## src/rtl/uart_cmd_link.sv

```systemverilog
// Full-duplex UART command/response link: framed command packets in, multi-byte messages out.
// RX and TX share nothing but the clock; loopback of uart_tx onto uart_rx is legal.
module uart_cmd_link #(
   parameter int CLK_MHZ       = 84,
   parameter int BAUD          = 921600,
   parameter int TX_BYTES      = 2,
   parameter int TIMEOUT_BYTES = 4
) (
   input  logic                  clk_PSRAM,
   input  logic                  rst,
   input  logic                  uart_rx,
   output logic                  uart_tx,
   input  logic                  tx_valid,
   input  logic [8*TX_BYTES-1:0] tx_data,
   output logic                  tx_ready,
   output logic                  tx_done,
   output logic [7:0]            trigger,
   output logic [12:0]           threshold,
   output logic [23:0]           samples_after,
   output logic [23:0]           samples_before,
   output logic                  flag_acq,
   output logic                  flag_debug,
   output logic                  rx_err,
   output logic [1:0]            rx_err_code
);
   localparam int DIV      = CLK_MHZ * 1_000_000 / BAUD;
   localparam int TO_LIMIT = TIMEOUT_BYTES * 10 * DIV;
   localparam int CW       = $clog2(DIV);
   localparam int TW       = $clog2(TO_LIMIT + 1);

   typedef enum logic [1:0] {S_IDLE, S_START, S_DATA, S_STOP} state_t;

   // ---------------- RX bit engine ----------------
   state_t          rx_st, rx_nx;
   logic            rx_m, rx_sync;
   logic [CW-1:0]   rx_cnt;
   logic [2:0]      rx_bit;
   logic [7:0]      rx_sh;
   logic            rx_tick, byte_ok, frm_err;

   always_comb begin
      rx_nx   = rx_st;
      rx_tick = 1'b0;
      case (rx_st)
         S_IDLE:  if (!rx_sync) rx_nx = S_START;
         S_START: if (rx_cnt == CW'(DIV/2 - 1)) rx_nx = rx_sync ? S_IDLE : S_DATA;
         S_DATA:  if (rx_cnt == CW'(DIV - 1)) begin
                     rx_tick = 1'b1;
                     if (rx_bit == 3'd7) rx_nx = S_STOP;
                  end
         S_STOP:  if (rx_cnt == CW'(DIV - 1)) rx_nx = S_IDLE;
         default: rx_nx = S_IDLE;
      endcase
   end

   always_ff @(posedge clk_PSRAM) begin
      if (rst) begin
         rx_m    <= 1'b1;
         rx_sync <= 1'b1;
         rx_st   <= S_IDLE;
         rx_cnt  <= '0;
         rx_bit  <= '0;
         rx_sh   <= '0;
         byte_ok <= 1'b0;
         frm_err <= 1'b0;
      end else begin
         rx_m    <= uart_rx;
         rx_sync <= rx_m;
         rx_st   <= rx_nx;
         byte_ok <= 1'b0;
         frm_err <= 1'b0;
         if (rx_nx != rx_st || rx_tick) rx_cnt <= '0;
         else                           rx_cnt <= rx_cnt + 1'b1;
         if (rx_tick) begin
            rx_sh  <= {rx_sync, rx_sh[7:1]};
            rx_bit <= rx_bit + 1'b1;
         end
         if (rx_st == S_STOP && rx_nx == S_IDLE) begin
            byte_ok <= rx_sync;
            frm_err <= !rx_sync;
         end
      end
   end

   // ---------------- packet assembler + inter-byte timeout ----------------
   logic [3:0]    idx;
   logic [TW-1:0] to_cnt;
   logic [7:0]    s_trig;
   logic [12:0]   s_thr;
   logic [23:0]   s_sa;
   logic [15:0]   s_sb;

   always_ff @(posedge clk_PSRAM) begin
      if (rst) begin
         idx            <= '0;
         to_cnt         <= '0;
         s_trig         <= '0;
         s_thr          <= '0;
         s_sa           <= '0;
         s_sb           <= '0;
         trigger        <= '0;
         threshold      <= '0;
         samples_after  <= '0;
         samples_before <= '0;
         flag_acq       <= 1'b0;
         flag_debug     <= 1'b0;
         rx_err         <= 1'b0;
         rx_err_code    <= '0;
      end else begin
         flag_acq   <= 1'b0;
         flag_debug <= 1'b0;
         rx_err     <= 1'b0;
         // a start edge in the limit cycle lands in the else branch and wins
         if (idx != 4'd0 && rx_st == S_IDLE && rx_sync) begin
            if (to_cnt == TW'(TO_LIMIT - 1)) begin
               to_cnt      <= '0;
               idx         <= '0;
               rx_err      <= 1'b1;
               rx_err_code <= 2'd1;
            end else begin
               to_cnt <= to_cnt + 1'b1;
            end
         end else begin
            to_cnt <= '0;
         end

         if (frm_err) begin
            idx         <= '0;
            rx_err      <= 1'b1;
            rx_err_code <= 2'd0;
         end else if (byte_ok) begin
            case (idx)
               4'd0: begin
                  if (rx_sh == 8'h41) idx <= 4'd1;
                  else if (rx_sh == 8'h53) flag_debug <= 1'b1;
                  else begin
                     rx_err      <= 1'b1;
                     rx_err_code <= 2'd2;
                  end
               end
               4'd1: s_trig        <= rx_sh;
               4'd2: s_thr[12:8]   <= rx_sh[4:0];
               4'd3: s_thr[7:0]    <= rx_sh;
               4'd4: s_sa[23:16]   <= rx_sh;
               4'd5: s_sa[15:8]    <= rx_sh;
               4'd6: s_sa[7:0]     <= rx_sh;
               4'd7: s_sb[15:8]    <= rx_sh;
               4'd8: s_sb[7:0]     <= rx_sh;
               default: begin
                  trigger        <= s_trig;
                  threshold      <= s_thr;
                  samples_after  <= s_sa;
                  samples_before <= {s_sb, rx_sh};
                  flag_acq       <= 1'b1;
               end
            endcase
            if (idx >= 4'd1 && idx <= 4'd8) idx <= idx + 1'b1;
            else if (idx == 4'd9)           idx <= '0;
         end
      end
   end

   // ---------------- TX ----------------
   state_t                tx_st, tx_nx;
   logic [CW-1:0]         tx_cnt;
   logic [2:0]            tx_bit;
   logic [2:0]            tx_byte;
   logic [8*TX_BYTES-1:0] tx_buf;
   logic [7:0]            tx_cur;
   logic                  tx_tick;

   assign tx_cur  = tx_buf[8*TX_BYTES-1 -: 8];
   assign tx_tick = (tx_cnt == CW'(DIV - 1));

   always_comb begin
      tx_nx    = tx_st;
      uart_tx  = 1'b1;
      tx_ready = 1'b0;
      case (tx_st)
         S_IDLE: begin
            tx_ready = 1'b1;
            if (tx_valid) tx_nx = S_START;
         end
         S_START: begin
            uart_tx = 1'b0;
            if (tx_tick) tx_nx = S_DATA;
         end
         S_DATA: begin
            uart_tx = tx_cur[tx_bit];
            if (tx_tick && tx_bit == 3'd7) tx_nx = S_STOP;
         end
         S_STOP: if (tx_tick) tx_nx = (tx_byte == 3'(TX_BYTES - 1)) ? S_IDLE : S_START;
         default: tx_nx = S_IDLE;
      endcase
   end

   always_ff @(posedge clk_PSRAM) begin
      if (rst) begin
         tx_st   <= S_IDLE;
         tx_cnt  <= '0;
         tx_bit  <= '0;
         tx_byte <= '0;
         tx_buf  <= '0;
         tx_done <= 1'b0;
      end else begin
         tx_st   <= tx_nx;
         tx_done <= 1'b0;
         if (tx_st == S_IDLE) begin
            tx_cnt  <= '0;
            tx_bit  <= '0;
            tx_byte <= '0;
            if (tx_valid) tx_buf <= tx_data;
         end else if (tx_tick) begin
            tx_cnt <= '0;
            if (tx_st == S_DATA) tx_bit <= tx_bit + 1'b1;
            if (tx_st == S_STOP) begin
               if (tx_nx == S_IDLE) tx_done <= 1'b1;
               else begin
                  tx_byte <= tx_byte + 1'b1;
                  tx_buf  <= tx_buf << 8;
               end
            end
         end else begin
            tx_cnt <= tx_cnt + 1'b1;
         end
      end
   end

endmodule

```

## config.mk

```make
export PLATFORM = sky130hd
export DESIGN_NAME = uart_cmd_link
export DESIGN_NICKNAME = d
export VERILOG_FILES = /design/src/rtl/uart_cmd_link.sv
export SDC_FILE = /design/constraint.sdc
export NUM_CORES = 1
export LEC_CHECK = 0
export ABC_AREA = 1
export CORE_AREA = 2 2 175 91
export CTS_CLUSTER_DIAMETER = 200
export DETAILED_ROUTE_END_ITERATION = 10
export DIE_AREA = 0 0 177 93
export GPL_TIMING_DRIVEN = 0
export PLACE_DENSITY = 0.79
export SLEW_MARGIN = 30
export SYNTH_ARGS = -nofsm -noshare
export SYNTH_HDL_FRONTEND = slang
export SYNTH_SLANG_ARGS = --single-unit
```

## constraint.sdc

```tcl
create_clock -name clk_PSRAM -period 2.4 [get_ports clk_PSRAM]
set_input_delay 0.6 -clock clk_PSRAM [delete_from_list [all_inputs] [get_ports clk_PSRAM]]
set_output_delay 0.6 -clock clk_PSRAM [all_outputs]
set_load 0.02 [all_outputs]
```

==> flow_summary.toml <==
[synthesis]
yosysSeqAreaShare_pct = 51.06
synth.cell_area_mm2 = 0.008115
syn_nets = 1075
syn_area_per_cell_um2 = 7.848
yosys_warnings = 0
netlist_instances = 1034
synth_ff_type = "dfxtp_1"
synth_cell_types = 36
synth_top_area_share_pct = 51.06
synth-async-reset-ratio_pct = 0
synthTopCellsByArea = "dfxtp_1 (51%), o21ai_0 (9.6%), nor2_1 (9.4%)"
synth_seq_cells = 207
synth_top_cell_by_area = "dfxtp_1"
synth-edff-count = 0

[routing]
post_drt_wl_per_cell_um = 15.45
first_iter_violations = 630
drc = 0
vias = 7424
vias_per_cell = 5.427
drt_pass1_iterations = 7
ant_nets = 0
wirelength_um = 21140

[grt]
antenna_found_initial = 0
grt_pass1_wl_um = 34020
met3_usage_pct = 5.122
use_met2_pct = 34.66
grt_pass1_vias = 6710
use_met1_pct = 41.00
grt_max_degree = 16
busiest_layer = "met1"
gr-total-overflow = 0
grt_use_total_pct = 25.76

[placement]
gp_congestion = 0.9298
dp_hpwl_um = 15270
placed_cell_area_mm2 = 0.009331
port-buffer-count = 96
dpl_worst_slack_ns = -0.2142

[pwr]
p_sw_share_pct = 22.55
power.internal_w = 0.005139
combPwrFrac_pct = 4.8
p_sw_w = 0.001496
p_per_area_mw_per_mm2 = 667.7
pwr-share-clk_pct = 42.6
max-vdd-ir-drop_uv = 413.9
p_seq_share_pct = 52.6
p_leak_nw = 3.921

[timing]
slew_headroom_pct = 39.67
setup_ws_ns = 0.07719
final_hold_viol_count = 0
min_period_over_period_pct = 96.78
report.final.slew_viol_count = 0
finClkSkew_ns = 0.01295
min_period_ns = 2.323
setup_violations = 0
worstMarginPinSlew_ns = 0.8980
fmax_mhz = 430.5

[min_path]
hold_path_class = "flop to flop"
min_path_cells = 1

[worst_setup_path]
critPathRequiredTime_ns = 1.80
reg2reg_slack_ns = 0.09
worst-r2r-cell-count = 9
end_kind = "primary output"
critPathKind = "flop to primary output"
cp.arrival_ns = 1.72
start_kind = "flop"
path_max_fanout = 4

[finish]
area_growth_pct = 22.45
num-nets-final = 1194
finish.instance_area_mm2 = 0.009937
drive_gt1_share_pct = 5.670
antenna_cells = 0

[clock_network]
clk-insertion-delay-late_ns = 0.48
cts_inserted_buffers = 19
cts_root_buf = "clkbuf_16"
clkTransAtPathRegs_ns = 0.07
cts_num_sinks = 207
h-tree-depth = 1
cts_max_path_buffers = 3
cts_tree = "built"

[status]
status = "finished, final reports clean"

[run]
max_cap_violations = 0

[floorplanning]
die-area_mm2 = 0.01646
core_area_mm2 = 0.01501
io_pins = 97
fp.dieH_um = 93
initial_core_util_pct = 54.05
die_width_um = 177
num_rows = 32
## Yosys cell counts, types with 5 or more instances
cell type  instances
dfxtp_1          207
nor2_1           204
o21ai_0          155
a21oi_1          112
nand2_1           90
inv_1             69
nand3_1           36
clkbuf_1          34
ha_1              21
nand4_1           19
xor2_1            10
nor3_1             9
clkinv_1           8
inv_2              6
nor3b_1            6
buf_2              5
buf_6              5
## sequential cells by signal, summed over array words and instances, names as in the netlist, 8 cells and up
| signal | count |
|---|---|
| s_sa | 24 |
| samples_after | 24 |
| samples_before | 24 |
| s_sb | 16 |
| tx_buf | 16 |
| s_thr | 13 |
| threshold | 13 |
| to_cnt | 12 |
| rx_sh | 8 |
| s_trig | 8 |
| trigger | 8 |
## layout by cell type, fill, tap and decap left out, types with 2 or more instances in the layout
| cell | n |
|---|---|
| nand2_2 | 2 |
| clkdlybuf4s50_1 | 95 |
| o21ai_0 | 154 |
| nand3_1 | 36 |
| nand3b_1 | 2 |
| clkbuf_8 | 3 |
| a21boi_0 | 2 |
| inv_1 | 68 |
| clkbuf_1 | 34 |
| clkinv_1 | 7 |
| xor2_1 | 10 |
| nand4_1 | 19 |
| a21oi_1 | 112 |
| clkinv_2 | 5 |
| dfxtp_1 | 206 |
| nor3_1 | 9 |
| or2_2 | 2 |
| xnor2_1 | 3 |
| nor2_2 | 2 |
| nor4_1 | 4 |
| buf_4 | 3 |
| buf_6 | 5 |
| a211oi_1 | 2 |
| buf_2 | 6 |
| inv_2 | 6 |
| ha_1 | 21 |
| nand2_1 | 90 |
| nor4_2 | 2 |
| o21ai_1 | 5 |
| nor3b_1 | 6 |
| mux2i_1 | 2 |
| clkbuf_16 | 19 |
| buf_1 | 4 |
| clkbuf_2 | 4 |
| nor2_1 | 203 |
## power groups by stage
stage          sequential [W]  combinational (W)  clock [W]
5_1_grt               0.00349           0.000360    0.00301
3_3_place_gp          0.00357           0.000303          0
3_5_place_dp          0.00357           0.000307          0
6_report              0.00349           0.000321    0.00282
4_1_cts               0.00349           0.000311    0.00287
2_1_floorplan         0.00356           0.000200          0
## per-layer routing
| metal | part of all wire (%) | routed length (um) | vias to the layer above |
|---|---|---|---|
| met2 | 38 | 8059 | 320 |
| met1 | 51 | 10780 | 3397 |
| met4 | 1.8 | 391 | 0 |
| met3 | 9.0 | 1904 | 41 |
| met5 | 0 | 0 | - |
| li1 | - | - | 3666 |
## worst max-delay path, cell delays in order (launching register included)
cell	delay, ns
dfxtp_1	0.39
inv_1	0.10
ha_1	0.21
clkdlybuf4s50_1	0.54
## layout make-up
cell class / instances / area (um^2)
fill: 1278 / 5077
buffer: 49 / 236.5
clock inverter: 6 / 33.78
sequential: 207 / 4148
timing repair buffer: 98 / 970.9
tap: 204 / 255.2
clock buffer: 26 / 531.8
inverter: 83 / 317.8
multi-input combinational: 695 / 3443
## worst paths after layout
path                                           from                               to
worst min register to register      rx_m$_SDFF_PP1_               rx_sync$_SDFF_PP1_
worst min-delay path                rx_m$_SDFF_PP1_               rx_sync$_SDFF_PP1_
worst max register to register    idx[1]$_SDFF_PP0_  samples_before[21]$_SDFFE_PP0P_
worst max-delay path            tx_st[0]$_SDFF_PP0_                         tx_ready
## cells by family after synthesis
| family | after synthesis | share of synthesized area (%) |
|---|---|---|
| muxes | 2 | 0.2467 |
| and+or+nand+nor | 380 | 19.92 |
| xor gates and xnor gates | 13 | 1.403 |
| buffers and inverters | 132 | 6.691 |
| DFF | 207 | 51.06 |
| AOI/OAI and AO/OA | 279 | 17.44 |
| adders and majority gates | 21 | 3.238 |
## metrics by stage
step	power (W)	hold WS (ns)	instances	setup TNS, ns	utilization (%)
global placement	0.003871	0.3973	1334	-4.602	62.15
floorplan	0.003764	0.3895	1034	0	-
CTS	0.006675	0.4117	1366	0	65.93
detailed placement	0.003876	0.4030	1334	-8.033	62.15
finish	0.006635	0.4073	1368	0	66.18
global route	0.006861	0.4282	1368	-0.01120	66.18
## what timing repair did
| item | in CTS | in global routing |
|---|---|---|
| endpoints found under the setup margin | 1 | 51 |
| hold buffers | 0 | 0 |
| gates resized for setup | 5 | 17 |
| buffers inserted | 0 | 2 |
| cloned | 0 | 0 |
| pin swaps | 0 | 1 |
Note: power is estimated with default switching activity, not from simulation.
